$ cat src/rtl/wimax_interleaver_pp.sv
// wimax_interleaver_pp
// Ping-pong WiMAX (802.16) block interleaver for QPSK / 16-QAM / 64-QAM.
// Coded bits are written into one bank at their permuted address while the
// other bank drains in linear order, so both sides can stream at one bit
// per clock.
// Optional build macro: WIMAX_INTLV_BYPASS_EN adds a `bypass` input that,
// when latched high at the first bit of a block, stores that block unpermuted.
//
// Bank state | meaning
// -----------+----------------------------------------------------------
// EMPTY      | no data; may be selected as the next write bank
// FILLING    | write side has accepted at least one bit of the block
// FULL       | block complete; drained by the read side, oldest first
module wimax_interleaver_pp #(
  parameter int N_CARRIERS = 96,
  parameter int D          = 16
) (
  input  logic       clk,
  input  logic       reset,
  input  logic [1:0] mod_sel,
`ifdef WIMAX_INTLV_BYPASS_EN
  input  logic       bypass,
`endif
  input  logic       in_valid,
  input  logic       in_data,
  output logic       in_ready,
  output logic       out_valid,
  output logic       out_data,
  output logic       out_last,
  output logic [1:0] out_mod,
  input  logic       out_ready
);

  localparam int NCBPS_MAX = 6 * N_CARRIERS;
  localparam int IW        = $clog2(NCBPS_MAX);
  localparam int AW        = IW + 4;

  // Per-mode block sizes and row counts, pre-sized for the address datapath.
  localparam logic [AW-1:0] NC_16   = AW'(4 * N_CARRIERS);
  localparam logic [AW-1:0] NC_64   = AW'(6 * N_CARRIERS);
  localparam logic [AW-1:0] ROWS_Q  = AW'(2 * N_CARRIERS / D);
  localparam logic [AW-1:0] ROWS_16 = AW'(4 * N_CARRIERS / D);
  localparam logic [AW-1:0] ROWS_64 = AW'(6 * N_CARRIERS / D);
  localparam logic [AW-1:0] D_W     = AW'(D);
  localparam logic [AW-1:0] THREE   = AW'(3);

  typedef enum logic [1:0] {
    BANK_EMPTY   = 2'd0,
    BANK_FILLING = 2'd1,
    BANK_FULL    = 2'd2
  } bank_state_t;

  bank_state_t          bank_st   [2];
  logic [1:0]           bank_mode [2];
  logic [NCBPS_MAX-1:0] bank_mem  [2];
  logic                 wr_ptr;
  logic                 rd_ptr;
  logic [IW-1:0]        wr_k;
  logic [IW-1:0]        rd_r;

  logic                 in_fire;
  logic                 out_fire;
  logic                 wr_first;
  logic                 wr_last;
  logic                 rd_last;
  logic [1:0]           wr_mode;
  logic                 wr_byp;
  logic [IW-1:0]        j_idx;

  logic [AW-1:0]        k_w;
  logic [AW-1:0]        rows_w;
  logic [AW-1:0]        m_w;
  logic [AW-1:0]        fl_w;
  logic [AW-1:0]        t_w;
  logic [AW-1:0]        j_w;

  // Final bit index of a block for a given mode; reserved mode behaves as QPSK.
  function automatic logic [IW-1:0] last_idx(input logic [1:0] mode);
    case (mode)
      2'b01:   last_idx = IW'(4 * N_CARRIERS - 1);
      2'b10:   last_idx = IW'(6 * N_CARRIERS - 1);
      default: last_idx = IW'(2 * N_CARRIERS - 1);
    endcase
  endfunction

  // Write side may proceed whenever its bank has not yet been handed to the reader.
  assign in_ready = (bank_st[wr_ptr] != BANK_FULL);
  assign in_fire  = in_valid && in_ready;
  assign wr_first = (wr_k == '0);

  // Mode for the bit being written comes straight from mod_sel on the first
  // bit, so the address of k=0 already uses the block's own mode.
  assign wr_mode  = wr_first ? mod_sel : bank_mode[wr_ptr];
  assign wr_last  = (wr_k == last_idx(wr_mode));

  assign out_valid = (bank_st[rd_ptr] == BANK_FULL);
  assign out_fire  = out_valid && out_ready;
  assign rd_last   = (rd_r == last_idx(bank_mode[rd_ptr]));

  assign out_data  = out_valid & bank_mem[rd_ptr][rd_r];
  assign out_last  = out_valid & rd_last;
  assign out_mod   = out_valid ? bank_mode[rd_ptr] : 2'b00;

`ifdef WIMAX_INTLV_BYPASS_EN
  logic bank_byp [2];

  assign wr_byp = wr_first ? bypass : bank_byp[wr_ptr];

  // Bypass flag is latched per bank together with the mode on the first bit.
  always_ff @(posedge clk) begin
    if (reset) begin
      bank_byp[0] <= 1'b0;
      bank_byp[1] <= 1'b0;
    end else if (in_fire && wr_first) begin
      bank_byp[wr_ptr] <= bypass;
    end
  end
`else
  assign wr_byp = 1'b0;
`endif

  // Two-step 802.16 permutation of write index k into bank address j.
  always_comb begin
    k_w = AW'(wr_k);
    case (wr_mode)
      2'b01:   rows_w = ROWS_16;
      2'b10:   rows_w = ROWS_64;
      default: rows_w = ROWS_Q;
    endcase
    m_w  = rows_w * (k_w % D_W) + k_w / D_W;
    fl_w = '0;
    t_w  = '0;
    j_w  = m_w;
    case (wr_mode)
      2'b01: begin
        // s = 2: keep the even base of m, pick the bit within the pair
        fl_w = (D_W * m_w) / NC_16;
        t_w  = m_w + NC_16 - fl_w;
        j_w  = {m_w[AW-1:1], 1'b0} + {{(AW-1){1'b0}}, t_w[0]};
      end
      2'b10: begin
        // s = 3: rotate within each group of three
        fl_w = (D_W * m_w) / NC_64;
        t_w  = m_w + NC_64 - fl_w;
        j_w  = THREE * (m_w / THREE) + (t_w % THREE);
      end
      default: begin
        // s = 1: second step is the identity
        j_w = m_w;
      end
    endcase
    if (wr_byp) begin
      j_w = k_w;
    end
  end

  assign j_idx = IW'(j_w);

  // Bank storage; contents are deliberately left unreset.
  always_ff @(posedge clk) begin
    if (in_fire) begin
      bank_mem[wr_ptr][j_idx] <= in_data;
    end
  end

  // Bank state, pointers and counters; write and read always target
  // different banks, so both completions in one cycle are independent.
  always_ff @(posedge clk) begin
    if (reset) begin
      bank_st[0]   <= BANK_EMPTY;
      bank_st[1]   <= BANK_EMPTY;
      bank_mode[0] <= 2'b00;
      bank_mode[1] <= 2'b00;
      wr_ptr       <= 1'b0;
      rd_ptr       <= 1'b0;
      wr_k         <= '0;
      rd_r         <= '0;
    end else begin
      if (in_fire) begin
        if (wr_first) begin
          bank_mode[wr_ptr] <= mod_sel;
        end
        if (wr_last) begin
          bank_st[wr_ptr] <= BANK_FULL;
          wr_k            <= '0;
          wr_ptr          <= ~wr_ptr;
        end else begin
          bank_st[wr_ptr] <= BANK_FILLING;
          wr_k            <= wr_k + 1'b1;
        end
      end
      if (out_fire) begin
        if (rd_last) begin
          bank_st[rd_ptr] <= BANK_EMPTY;
          rd_r            <= '0;
          rd_ptr          <= ~rd_ptr;
        end else begin
          rd_r <= rd_r + 1'b1;
        end
      end
    end
  end

endmodule

$ cat config.mk
export PLATFORM = sky130hd
export DESIGN_NAME = wimax_interleaver_pp
export DESIGN_NICKNAME = d
export VERILOG_FILES = /design/src/rtl/wimax_interleaver_pp.sv
export SDC_FILE = /design/constraint.sdc
export NUM_CORES = 2
export LEC_CHECK = 0
export ABC_CLOCK_PERIOD_IN_PS = 23900
export BUFFER_PORTS_ARGS = -buffer_cell sky130_fd_sc_hd__buf_2
export CAP_MARGIN = 25
export CELL_PAD_IN_SITES_DETAIL_PLACEMENT = 1
export CELL_PAD_IN_SITES_GLOBAL_PLACEMENT = 2
export CORE_MARGIN = 1.5
export CORE_UTILIZATION = 47
export DETAILED_ROUTE_END_ITERATION = 8
export MAX_ROUTING_LAYER = met4
export PLACE_DENSITY = 0.92
export SYNTH_ARGS = -nofsm -noshare
export SYNTH_HDL_FRONTEND = slang
export SYNTH_SLANG_ARGS = --single-unit
$ cat constraint.sdc
create_clock -name clk -period 23.9 [get_ports clk]
set_input_delay 3.585 -clock clk [delete_from_list [all_inputs] [get_ports clk]]
set_output_delay 3.585 -clock clk [all_outputs]
set_load 0.02 [all_outputs]
Yosys cells after proc, flatten, opt, wreduce, memory -nomap -nowiden
Memories as Yosys holds them, arrays and structs flattened. A register that Yosys moved wholly into a read port is not among the register bits.
Index checks and enable logic that the tools add are counted.
{"block": "word_totals", "register_bits": 22, "ramBits": 1160, "in_bits": 7, "output_inout_bits": 6, "elab_cells": 99, "mem_count": 3}
{"block": "classes", "n_addsub": 9, "multipliers": 2, "div": 4, "order_cmp": 3, "n_eq_ne": 8, "n_mux": 52, "bitwise_logic": 5, "n_reduce_logical": 9}
{"name": "bank_mem", "depth": 2, "width": 576, "rd": 1, "rd_ports_with_merged_regs": 1, "wr": 1, "line_no": "55", "text": "logic [NCBPS_MAX-1:0] bank_mem [2];"}
{"name": "bank_mode", "depth": 2, "width": 2, "rd": 2, "rd_ports_with_merged_regs": 2, "wr": 2, "line_no": "54", "text": "logic [1:0] bank_mode [2];"}
{"name": "bank_st", "depth": 2, "width": 2, "rd": 2, "rd_ports_with_merged_regs": 2, "wr": 2, "line_no": "53", "text": "bank_state_t bank_st [2];"}
{"cell": "2-to-1 mux 576 bit", "count": 1}
{"cell": "one-hot mux 10 bit (2 select lines)", "count": 3}
{"cell": "2-to-1 mux 1 bit", "count": 37}
{"cell": "less-than comparator 10 x 11 -> 1 bit (second input constant)", "count": 2}
{"cell": "adder 10 x 1 -> 10 bit (second input constant)", "count": 2}
{"cell": "equality test 10 bit", "count": 2}
{"cell": "2-to-1 mux 10 bit", "count": 2}
{"cell": "adder 14 x 10 -> 14 bit (second input constant)", "count": 1}
{"cell": "adder 14 x 6 -> 14 bit", "count": 1}
{"cell": "divider 14 x 10 -> 14 bit (second input constant)", "count": 1}
{"cell": "divider 14 x 2 -> 14 bit (second input constant)", "count": 1}
{"cell": "divider 14 x 9 -> 14 bit (second input constant)", "count": 1}
{"cell": "modulo 14 x 2 -> 14 bit (second input constant)", "count": 1}
{"cell": "multiplier 14 x 4 -> 14 bit", "count": 1}
{"cell": "multiplier 2 x 14 -> 10 bit (first input constant)", "count": 1}
{"cell": "subtractor 14 bit", "count": 1}
{"cell": "2-to-1 mux 2 bit", "count": 6}
{"cell": "one-hot mux 6 bit (2 select lines)", "count": 1}
{"cell": "adder 10 x 1 -> 10 bit", "count": 1}
{"cell": "adder 10 bit", "count": 1}
{"cell": "binary-select mux 1 bit (select 10 bit)", "count": 1}
{"cell": "demux 1 bit (select 10 bit)", "count": 1}
{"cell": ">= comparator 10 x 1 -> 1 bit (second input constant)", "count": 1}
{"cell": "zero test 10 bit", "count": 1}
{"cell": "other kinds (11)", "count": 21}

Depth between registers and ports, before layout
{"block": "depth", "ltp_word": 16, "ltp_mapped": 83, "mapped_depth_nobuf": 74}

Least setup slack after synthesis
No wires, ideal clock.
{"block": "synth_path", "kind": "input to register", "startpoint": "in mod_sel[0]", "endpoint": "mem bank_mem[1][575] in the netlist's numbering (enable)", "setup_time_ns": 0.326, "arrival_ns": 19.097, "slack_ns": 4.477, "cell_stages": 75, "n_path_buf": 9, "cell_sequence": "mux2i_1 inv_1 ha_1 clkbuf_1 nand2b_1 fa_1 fa_1 fa_1 inv_1 ha_1 o21ai_0 o21bai_1 a21oi_1 xnor2_1 inv_1 clkbuf_1 ha_1 clkbuf_1 [39 not listed] inv_1 fa_1 nand2b_1 nand2b_1 a21o_1 a21oi_1 o21bai_1 a21o_1 a21oi_1 xnor2_1 xnor2_1 xnor2_1 or4_1 buf_2 and3b_1 buf_6 buf_6 nor4_1"}
{"block": "synth_via", "elab_chain_cells": 15, "elab_cells_between_ends": 23, "cone_classes": "add/sub: 6; mul: 2; div: 4; order compare: 2; eq/ne: 2; mux: 6; reduce/logical: 1"}
{"item": "start: declaration", "line_no": "20", "text": "input logic [1:0] mod_sel,"}
{"item": "2-to-1 mux 2 bit (*)", "line_no": "93", "text": "assign wr_mode = wr_first ? mod_sel : bank_mode[wr_ptr];"}
{"item": "equality test 2 bit / equality test 2 x 1 -> 1 bit (equally long branches)", "line_no": "125, 134"}
{"item": "one-hot mux 6 bit (2 select lines)", "line_no": "125", "text": "case (wr_mode)"}
{"item": "multiplier 14 x 4 -> 14 bit", "line_no": "130", "text": "m_w = rows_w * (k_w % D_W) + k_w / D_W;"}
{"item": "adder 14 x 6 -> 14 bit", "line_no": "130"}
{"item": "divider 14 x 10 -> 14 bit / adder 14 x 10 -> 14 bit (equally long branches)", "line_no": "143, 144"}
{"item": "subtractor 14 bit", "line_no": "144", "text": "t_w = m_w + NC_64 - fl_w;"}
{"item": "modulo 14 x 2 -> 14 bit", "line_no": "145", "text": "j_w = THREE * (m_w / THREE) + (t_w % THREE);"}
{"item": "adder 10 bit", "line_no": "145"}
{"item": "one-hot mux 10 bit (2 select lines) (*)", "line_no": "134", "text": "case (wr_mode)"}
{"item": "less-than comparator 10 x 11 -> 1 bit (implied by the code) / >= comparator 10 x 1 -> 1 bit (equally long branches)", "line_no": "162", "text": "bank_mem[wr_ptr][j_idx] <= in_data;"}
{"item": "logical AND 1 bit (implied by the code)", "line_no": "162"}
{"item": "2-to-1 mux 1 bit (implied by the code)", "line_no": "162"}
{"item": "demux 1 bit (select 10 bit) (*)", "line_no": "162"}
{"item": "2-to-1 mux 576 bit (implied by the code) (*)", "line_no": "162"}
{"item": "end: declaration", "line_no": "55"}
Every way passes the cells marked *; elsewhere a longest branch is shown, timed or not.

Worst setup path in the final report
{"block": "layout_path", "startpoint": "in mod_sel[0]", "endpoint": "mem bank_mem[0][143] in the netlist's numbering (enable)"}
The elaborated chain is that of the path after synthesis.

==> impl_metrics.json <==
{
  "cts_resized": 0,
  "nFillCells": 11900,
  "syn-cell-area_mm2": 0.0577,
  "p_per_area_mw_per_mm2": 80.5,
  "nNetsFinal": 4135,
  "finalClockSkew_ns": 0.0323,
  "path_buf_inv": 11,
  "via_per_inst": 6.33,
  "grt_pass1_vias": 38500,
  "clkTransAtPathRegs_ns": 0.06,
  "clock_path_buffers": 3,
  "power.total_mw": 5.06,
  "place_area_mm2": 0.0588,
  "clkSinkCount": 1184,
  "core_mm2": 0.122,
  "r2r_start": "wr_k[0]",
  "async_flop_share_pct": 0,
  "post-cts-setup-buffers": 0,
  "hold_path_class": "reg -> reg",
  "grt_first_pass_wirelength_um": 240000,
  "dp_hpwl_um": 92200,
  "die_h_um": 353,
  "avgSynthCellArea_um2": 13.6,
  "stdcell_area_mm2": 0.0629,
  "start_util_pct": 47.4,
  "finalSetupViolCount": 0,
  "place_congestion": 0.826,
  "insertion_delay_ns": 0.72,
  "yosysWarnings": 0,
  "layout_min_cycle_time_ns": 22.22,
  "startpoint": "mod_sel[0]",
  "leakage_nw": 18.3,
  "path_delay_family": "compound AO/OA/AOI/OAI gates",
  "overflow": 0,
  "peakVddDrop_mv": 0.0990,
  "dieArea_mm2": 0.125,
  "fmax_mhz": 45.0,
  "cts_hold_buf": 0,
  "synth_ff_type": "edfxtp_1",
  "yosysUniqueCellTypes": 84,
  "start_kind": "input pin",
  "finalCritPeriodShare_pct": 93.0,
  "cp-endpoint": "bank_mem[0][143]",
  "crit_required_ns": 24.29,
  "synth_top_area_share_pct": 60.2,
  "synthTopCellsByArea": "edfxtp_1 (60%), mux4_2 (15%), nor3_1 (5.4%), nor2_1 (4.4%), clkbuf_1 (1.7%)",
  "grt_max_degree": 138,
  "rsz0062_at_grt": "false",
  "setup_tns_ns": 0,
  "grt_usage_pct": 25.6,
  "syn2layout_area_growth_pct": 9.00,
  "crit_slowest_cell": "nand3_4",
  "first_pass_iters": 5,
  "crit_cells": 67,
  "tightest_slew_ns": 1.24,
  "cts_made_buffers": 121,
  "yosysSeqAreaShare_pct": 61.2,
  "ff2ff_path_depth": 70,
  "ioPinCount": 13,
  "cp.arrival_ns": 22.61,
  "antenna_found_initial": 1,
  "r2r_slack_ns": 3.41,
  "yosysTopAreaCell": "edfxtp_1",
  "crit_path_max_fanout": 67,
  "detailedRoute.firstIterationViolations": 3671,
  "fp-row-count": 128,
  "wirelength_um": 156000,
  "synth_edf_count": 1156,
  "wl_per_cell_um": 26.9,
  "ant_nets": 0,
  "crit_type": "in -> reg",
  "relSlewSlack_pct": 17.3,
  "syn_inst": 4243,
  "port_buffers": 12,
  "hold_viol_final": 0,
  "drv_cap": 0,
  "cts_root_buf": "clkbuf_16",
  "route.detailed.drc": 0,
  "ys_seq_elements": 1184,
  "drive_gt1_share_pct": 16.8,
  "slew_viol_final": 0,
  "htreeDepth": 3,
  "cts_tree": "built",
  "syn_nets": 4325,
  "die_w_um": 353,
  "worst_setup_path_end_kind": "flop",
  "status": "completed",
  "r2r_end": "bank_mem[0][143]",
  "worstHoldPathCells": 1,
  "vias": 36600,
  "max_stage_delay_ns": 0.81
}
-- kinds of logic (layout without fill, tap and decap cells) --
logic type / count (synthesis) / after routing / share of synthesized area, %
other: 0 / 1 / 0
adders and majority gates: 78 / 78 / 1.90
muxes: 404 / 404 / 15.3
AOI/OAI and AO/OA: 278 / 278 / 3.39
buffers and inverters: 460 / 374 / 3.28
and+or+nand+nor: 1785 / 1785 / 14.1
DFF: 1184 / 1184 / 61.2
xor gates and xnor gates: 54 / 54 / 0.844
-- metrics by stage --
| step | utilization, % | hold slack, ns | worst slack (ns) | std cells |
|---|---|---|---|---|
| 6_report | 51.7 | 0.506 | 1.68 | 5783 |
| 5_1_grt | 51.7 | 0.547 | 0.222 | 5782 |
| 4_1_cts | 51.5 | 0.505 | 1.62 | 5773 |
| 3_5_place_dp | 48.3 | 0.484 | 0.929 | 5546 |
| 3_3_place_gp | 48.3 | 0.481 | 1.78 | 5546 |
| 2_1_floorplan | - | 0.458 | 4.48 | 4243 |
-- worst min-delay path by stage --
stage                  startpoint             to  slack (ns)
finish                     rd_ptr  bank_st[1][0]        0.51
global route               rd_ptr  bank_st[1][0]        0.55
CTS                        rd_ptr  bank_st[1][0]        0.50
detailed placement         rd_ptr  bank_st[1][0]        0.48
global placement    bank_st[0][1]  bank_st[0][1]        0.48
floorplan                  rd_ptr  bank_st[1][0]        0.46
-- synthesized netlist by cell type (11+ instances only) --
master and instances:
edfxtp_1 1156, nor2_1 669, nor3_1 618, mux4_2 381, clkbuf_1 254, nand2_1 236, buf_2 89, nor4_1 72
a21oi_1 68, inv_1 64, ha_1 58, nand3_1 56, buf_1 44, o21ai_0 36, xnor2_1 29, and2_1 28
dfxtp_1 28, a211oi_1 24, xor2_1 24, fa_1 17, nand2b_1 17, o211ai_1 15, a21o_1 14, nor2b_1 14
and3_1 13, mux2_2 13, or2_2 11, or3_1 11
-- power breakdown --
part / internal [mW] / total, mW / switching [mW] / leakage, nW
logic: 0.223 / 0.916 / 0.693 / 5.84
registers: 2.28 / 2.28 / 0.00216 / 10.6
clock network: 1.05 / 1.86 / 0.811 / 1.86
-- sequential cells by signal (all words and copies together) (netlist names), named ones only --
register   count
bank_mem    1152
wr_ptr         1
rd_r          10
wr_k          10
rd_ptr         1
bank_mode      4
bank_st        4
-- layout make-up --
class | instances | area, µm² | share of cell area, %
sequential | 1184 | 35300 | 56.1
timing repair buffer | 81 | 811 | 1.29
tap | 1625 | 2030 | 3.23
antenna | 1 | 2.50 | 0.00398
multi-input combinational | 2599 | 20700 | 32.9
inverter | 66 | 248 | 0.394
clock buffer | 153 | 3190 | 5.07
clock inverter | 74 | 642 | 1.02
-- routing by layer --
metal | vias to the layer above | wire [µm] | part of all wire [%] | global-route usage (%)
met5 | - | 0 | 0 | -
met4 | 0 | 4810 | 3.1 | 7.97
met3 | 282 | 9730 | 6.3 | 3.40
met2 | 1354 | 78500 | 50 | 42.0
met1 | 19100 | 62600 | 40 | 33.3
li1 | 15900 | - | - | -
-- worst reg2reg max path, delay by kind of cell, from the launching register on --
family                     cells  cell delay, ns
xor gates and xnor gates       5            0.79
buffers and inverters         11            2.00
DFF                            1            0.38
and+or+nand+nor               14            4.38
muxes                          3            1.08
adders and majority gates     15            5.46
AOI/OAI and AO/OA             22            6.06
-- placed cells by master, fill, tap and decap left out, drive strengths merged, types with 69 or more instances in the layout --
master  count
a21oi      69
buf        81
clkbuf    153
edfxtp   1156
inv        69
mux4      381
nand2     236
nor2      669
nor3      619
nor4       80
(Power assumes the default switching activity.)
